### config.mk
export PLATFORM = sky130hd
export DESIGN_NAME = barcode_scan_sequencer
export DESIGN_NICKNAME = d
export VERILOG_FILES = /design/src/rtl/barcode_scan_sequencer.sv
export SDC_FILE = /design/constraint.sdc
export NUM_CORES = 1
export LEC_CHECK = 0
export BUFFER_PORTS_ARGS = -buffer_cell sky130_fd_sc_hd__buf_2
export CORE_AREA = 2 2 71 73
export CTS_CLUSTER_SIZE = 40
export DETAILED_ROUTE_END_ITERATION = 8
export DIE_AREA = 0 0 73 75
export PLACE_DENSITY_LB_ADDON = 0.1
export SETUP_SLACK_MARGIN = 0.5
export SYNTH_ARGS = -nofsm -noshare
export SYNTH_HDL_FRONTEND = slang
export SYNTH_SLANG_ARGS = --single-unit
### constraint.sdc
create_clock -name clock -period 4.9 [get_ports clock]
set_input_delay 0.245 -clock clock [delete_from_list [all_inputs] [get_ports clock]]
set_output_delay 0.245 -clock clock [all_outputs]
set_load 0.02 [all_outputs]
### src/rtl/barcode_scan_sequencer.sv
// rtl/barcode_scan_sequencer.sv - bar-to-symbol packer and reader handshake sequencer
//
// Ports:
//   clock, reset      rising-edge clock, asynchronous active-low reset
//   start, abort      frame control (abort wins over everything but reset)
//   bar_valid/_wide   serial bar stream in; bar_ready high only while collecting
//   I, PG             symbol and one-hot slot strobe, non-zero only in the issue cycle
//   FIM, DOIS, DEZ    reader reply flags, only looked at while waiting
//   busy, done, error frame status; err_code 01 = invalid symbol, 10 = FIM timeout
//   digit_count       valid symbols decoded in the current frame (saturating)
module barcode_scan_sequencer #(
    parameter int SYM_W      = 5,
    parameter int NUM_DIGITS = 10,
    parameter int TIMEOUT    = 255
) (
    input  logic             clock,
    input  logic             reset,
    input  logic             start,
    input  logic             abort,
    input  logic             bar_valid,
    input  logic             bar_wide,
    output logic             bar_ready,
    output logic [SYM_W-1:0] I,
    output logic [SYM_W-1:0] PG,
    input  logic             FIM,
    input  logic             DOIS,
    input  logic             DEZ,
    output logic             busy,
    output logic             done,
    output logic             error,
    output logic [1:0]       err_code,
    output logic [3:0]       digit_count
);

    localparam int SLOT_W = (SYM_W > 1) ? $clog2(SYM_W) : 1;
    localparam int TMR_W  = $clog2(TIMEOUT + 1);

    typedef enum logic [2:0] {
        S_IDLE, S_COLLECT, S_ISSUE, S_WAIT, S_CHECK, S_DONE, S_ERR
    } state_t;

    state_t             state, state_nxt;
    logic [SYM_W-1:0]   sym;
    logic [SLOT_W-1:0]  bar_cnt;
    logic [SLOT_W-1:0]  slot;
    logic [TMR_W-1:0]   timer;
    logic               dois_l, dez_l;

    logic               bar_xfer;
    logic               sym_full;
    logic               wait_tmo;
    logic [3:0]         count_inc;

    always_ff @(posedge clock or negedge reset) begin
        if (!reset) state <= S_IDLE;
        else        state <= state_nxt;
    end

    always_comb begin
        state_nxt = state;
        bar_ready = (state == S_COLLECT);
        bar_xfer  = bar_ready && bar_valid;
        sym_full  = bar_xfer && (bar_cnt == SLOT_W'(SYM_W - 1));
        // Leave WAIT on the cycle the timer would reach TIMEOUT.
        wait_tmo  = (state == S_WAIT) && !FIM && (timer == TMR_W'(TIMEOUT - 1));
        count_inc = (digit_count == 4'(NUM_DIGITS)) ? digit_count : digit_count + 4'd1;
        busy      = (state != S_IDLE) && (state != S_ERR);
        done      = (state == S_DONE);
        error     = (state == S_ERR);
        I         = (state == S_ISSUE) ? sym : '0;
        PG        = (state == S_ISSUE) ? (SYM_W'(1) << slot) : '0;

        if (abort) begin
            state_nxt = S_IDLE;
        end else begin
            case (state)
                S_IDLE:    if (start) state_nxt = S_COLLECT;
                S_COLLECT: if (sym_full) state_nxt = S_ISSUE;
                S_ISSUE:   state_nxt = S_WAIT;
                S_WAIT: begin
                    if (FIM)           state_nxt = S_CHECK;
                    else if (wait_tmo) state_nxt = S_ERR;
                end
                S_CHECK: begin
                    if (!dois_l)
                        state_nxt = S_ERR;
                    else if ((count_inc == 4'(NUM_DIGITS)) || dez_l)
                        state_nxt = S_DONE;
                    else
                        state_nxt = S_COLLECT;
                end
                S_DONE:    state_nxt = S_IDLE;
                S_ERR:     if (start) state_nxt = S_COLLECT;
                default:   state_nxt = S_IDLE;
            endcase
        end
    end

    always_ff @(posedge clock or negedge reset) begin
        if (!reset) begin
            sym         <= '0;
            bar_cnt     <= '0;
            slot        <= '0;
            timer       <= '0;
            dois_l      <= 1'b0;
            dez_l       <= 1'b0;
            err_code    <= 2'b00;
            digit_count <= 4'd0;
        end else if (abort) begin
            // Any partially collected symbol is dropped; the digit count survives.
            sym      <= '0;
            bar_cnt  <= '0;
            timer    <= '0;
            err_code <= 2'b00;
        end else begin
            case (state)
                S_IDLE, S_ERR: begin
                    if (start) begin
                        digit_count <= 4'd0;
                        slot        <= '0;
                        bar_cnt     <= '0;
                        err_code    <= 2'b00;
                    end
                end
                S_COLLECT: begin
                    if (bar_xfer) begin
                        sym     <= {sym[SYM_W-2:0], bar_wide};
                        bar_cnt <= sym_full ? '0 : bar_cnt + SLOT_W'(1);
                    end
                end
                S_ISSUE: timer <= '0;
                S_WAIT: begin
                    timer <= timer + TMR_W'(1);
                    if (FIM) begin
                        dois_l <= DOIS;
                        dez_l  <= DEZ;
                    end
                    if (wait_tmo) err_code <= 2'b10;
                end
                S_CHECK: begin
                    if (!dois_l) begin
                        err_code <= 2'b01;
                    end else begin
                        digit_count <= count_inc;
                        slot        <= (slot == SLOT_W'(SYM_W - 1)) ? '0 : slot + SLOT_W'(1);
                    end
                end
                default: ;
            endcase
        end
    end

endmodule

==> impl_metrics.env <==
export IMPL_synth_ff_type="dfrtp_1"
export IMPL_portBuffers=28
export IMPL_clock_sinks=30
export IMPL_overflow=0
export IMPL_cp_slowest_stage_delay_ns=0.72
export IMPL_antenna_found_initial=0
export IMPL_core_um2=4660
export IMPL_die_area_um2=5480
export IMPL_drive_above_1_share_pct=23.2
export IMPL_h_tree_depth=2
export IMPL_syn_nets=225
export IMPL_skew_ns=0.00509
export IMPL_final_net_count=247
export IMPL_timing_final_ws_setup_ns=2.27
export IMPL_fin_crit_sh_pct=53.6
export IMPL_clkSlewWorstSetupHoldPaths_ns=0.07
export IMPL_max_freq_mhz=381
export IMPL_synth_area_um2=1980
export IMPL_cts_hold_buffers=0
export IMPL_p_leak_nw=1.07
export IMPL_wl_per_cell_um=15.6
export IMPL_synth_cell_types=52
export IMPL_clkLatencyLatePin_ns=0.28
export IMPL_antenna_cells=0
export IMPL_rows=25
export IMPL_avgSynthCellArea_um2=9.66
export IMPL_end_kind="output port"
export IMPL_drt_iter0_drc=44
export IMPL_die_y_um=75
export IMPL_die_w_um=73
export IMPL_layout_common_cells="dfrtp_1, buf_2, nand2_1"
export IMPL_firstDrtPassIters=4
export IMPL_final_common_cell="dfrtp_1"
export IMPL_crit_slowest_cell="nor2b_1"
export IMPL_final_setup_viol_count=0
export IMPL_hold_viol=0
export IMPL_async_reset_ff_share_pct=100
export IMPL_hp_class="primary input to async pin"
export IMPL_tightest_slew_ns=0.866
export IMPL_cp_required_ns=4.66
export IMPL_finalCriticalPeriod_ns=2.63
export IMPL_pin_count=29
export IMPL_place_ws_ns=2.62
export IMPL_ys_ff_latch=30
export IMPL_critPathMostFrequentCell="nor2b_1"
export IMPL_drv_cap=0
export IMPL_netlist_instances=205
export IMPL_setup_tns_ns=0
export IMPL_yosysTopAreaCellShare_pct=37.9
export IMPL_syn_to_final_growth_pct=11.6
export IMPL_start_util_pct=42.5
export IMPL_regArea_um2=751
export IMPL_cts_root_buf="clkbuf_8"
export IMPL_grt_total_usage_pct=17.3
export IMPL_synth_warnings=0
export IMPL_synth_top_area_cell="dfrtp_1"
export IMPL_synth_area_leaders="dfrtp_1, ha_1, mux2i_1"
export IMPL_numCtsBuffers=5
export IMPL_slew_violations=0
export IMPL_grt_pass1_vias=1459
export IMPL_drtAntennaViolNets=0
export IMPL_postCtsSetupBuffers=0
export IMPL_seq_area_frac_synth_pct=37.9
export IMPL_cts_resized=0
export IMPL_via_per_inst=5.60
export IMPL_worstSetupStartpointType="register"
export IMPL_drcViolationCount=0
export IMPL_status="finished, final reports clean"
export IMPL_tritoncts="built"
export IMPL_num_fill_cells=443
export IMPL_cp_data_arrival_time_ns=2.38
export IMPL_vdd_drop_max_mv=0.142
export IMPL_criticalPathCategory="register to output port"
export IMPL_hpwl_mm=3.08
export IMPL_rsz0062_at_grt="no"
export IMPL_grt_pass1_wl_mm=7.19
export IMPL_grt_start_max_net_pins=31
export IMPL_place_gp_congestion=0.871
export IMPL_cp_max_fo=16
export IMPL_cts_path_max_buffers=2
export IMPL_multi_input_area_um2=1090
export IMPL_drt_total_wl_mm=4.40
export IMPL_worstPathCellList="nor2b_1 > nor2b_1 > and3_1 > buf_2"
export IMPL_synth_enable_flop_cells=0
export IMPL_dr_total_vias=1580
export IMPL_slew_headroom_pct=42.1
export IMPL_power_density_nw_per_um2=383
## cell families after synthesis
| kind of cell | count (synthesis) | share of synthesized area [%] |
|---|---|---|
| and+or+nand+nor | 79 | 22.4 |
| AOI/OAI and AO/OA | 40 | 15.0 |
| DFF | 30 | 37.9 |
| buffers and inverters | 25 | 6.89 |
| muxes | 15 | 8.65 |
| adders and majority gates | 11 | 6.95 |
| xor gates and xnor gates | 5 | 2.21 |
## critical path, delay by kind of cell, from the launching register on
family | cells | cell delay, ns
buffers and inverters | 1 | 0.17
AND/OR/NAND/NOR | 3 | 1.24
flip-flops | 1 | 0.67
## stage by stage
stage	total power [mW]	hold slack, ns	utilization (%)	instance area (µm²)	std cells
final	0.847	0.00519	47.4	2210	282
after global routing	0.905	0.0446	47.4	2210	282
after detailed placement	0.616	0.331	45.1	2100	274
after floorplan	0.560	-0.0506	-	1980	205
after CTS	0.854	0.0166	47.4	2210	282
after global placement	0.603	0.319	45.1	2100	274
## power breakdown
group / total [mW] / switching (mW) / internal, mW
clock network: 0.236 / 0.0940 / 0.142
registers: 0.340 / 0.0634 / 0.277
logic: 0.271 / 0.153 / 0.118
## flip-flops by register name, indices dropped and copies added (netlist names)
register and count:
sym 5, err_code 2, timer 8, bar_cnt 3, dez_l 1, state 3
digit_count 4, dois_l 1, slot 3
## path summary, 6_finish.rpt
check,from,endpoint,slack [ns],cells after the start
min,reset,timer[6],0.005,1
min reg2reg,err_code[0],err_code[0],0.51,1
max in group asynchronous,reset,digit_count[2],4.45,1
max,state[1],PG[0],2.27,4
max reg2reg,state[1],timer[7],2.83,4
min in group clock,DEZ,dez_l,0.20,2
## metal layers
metal	part of all wire (%)	wire length [µm]	up-vias	global-route usage (%)
li1	-	-	767	-
met1	46	2010	761	23.3
met2	48	2100	45	27.1
met3	5.2	229	7	4.42
met4	1.4	63	0	6.17
met5	0	0	-	0
## final cells by class
| type | count | area share [%] |
|---|---|---|
| Multi-Input combinational cell | 150 | 49.5 |
| Clock buffer | 8 | 4.98 |
| Sequential cell | 30 | 34.0 |
| Timing Repair Buffer | 29 | 6.68 |
| Inverter | 11 | 1.87 |
| Tap cell | 54 | 3.06 |
## cells in the mapped netlist (all sizes together), types with 5 or more instances
master and number:
buf 10, ha 11, nor2 14, a21oi 7, mux2i 7, and2 8
dfrtp 30, and3 5, nand2 16, mux2 8, inv 11, nor2b 6
o21ai 5, nor3 8
No activity file was read; power rests on OpenSTA's default activity.
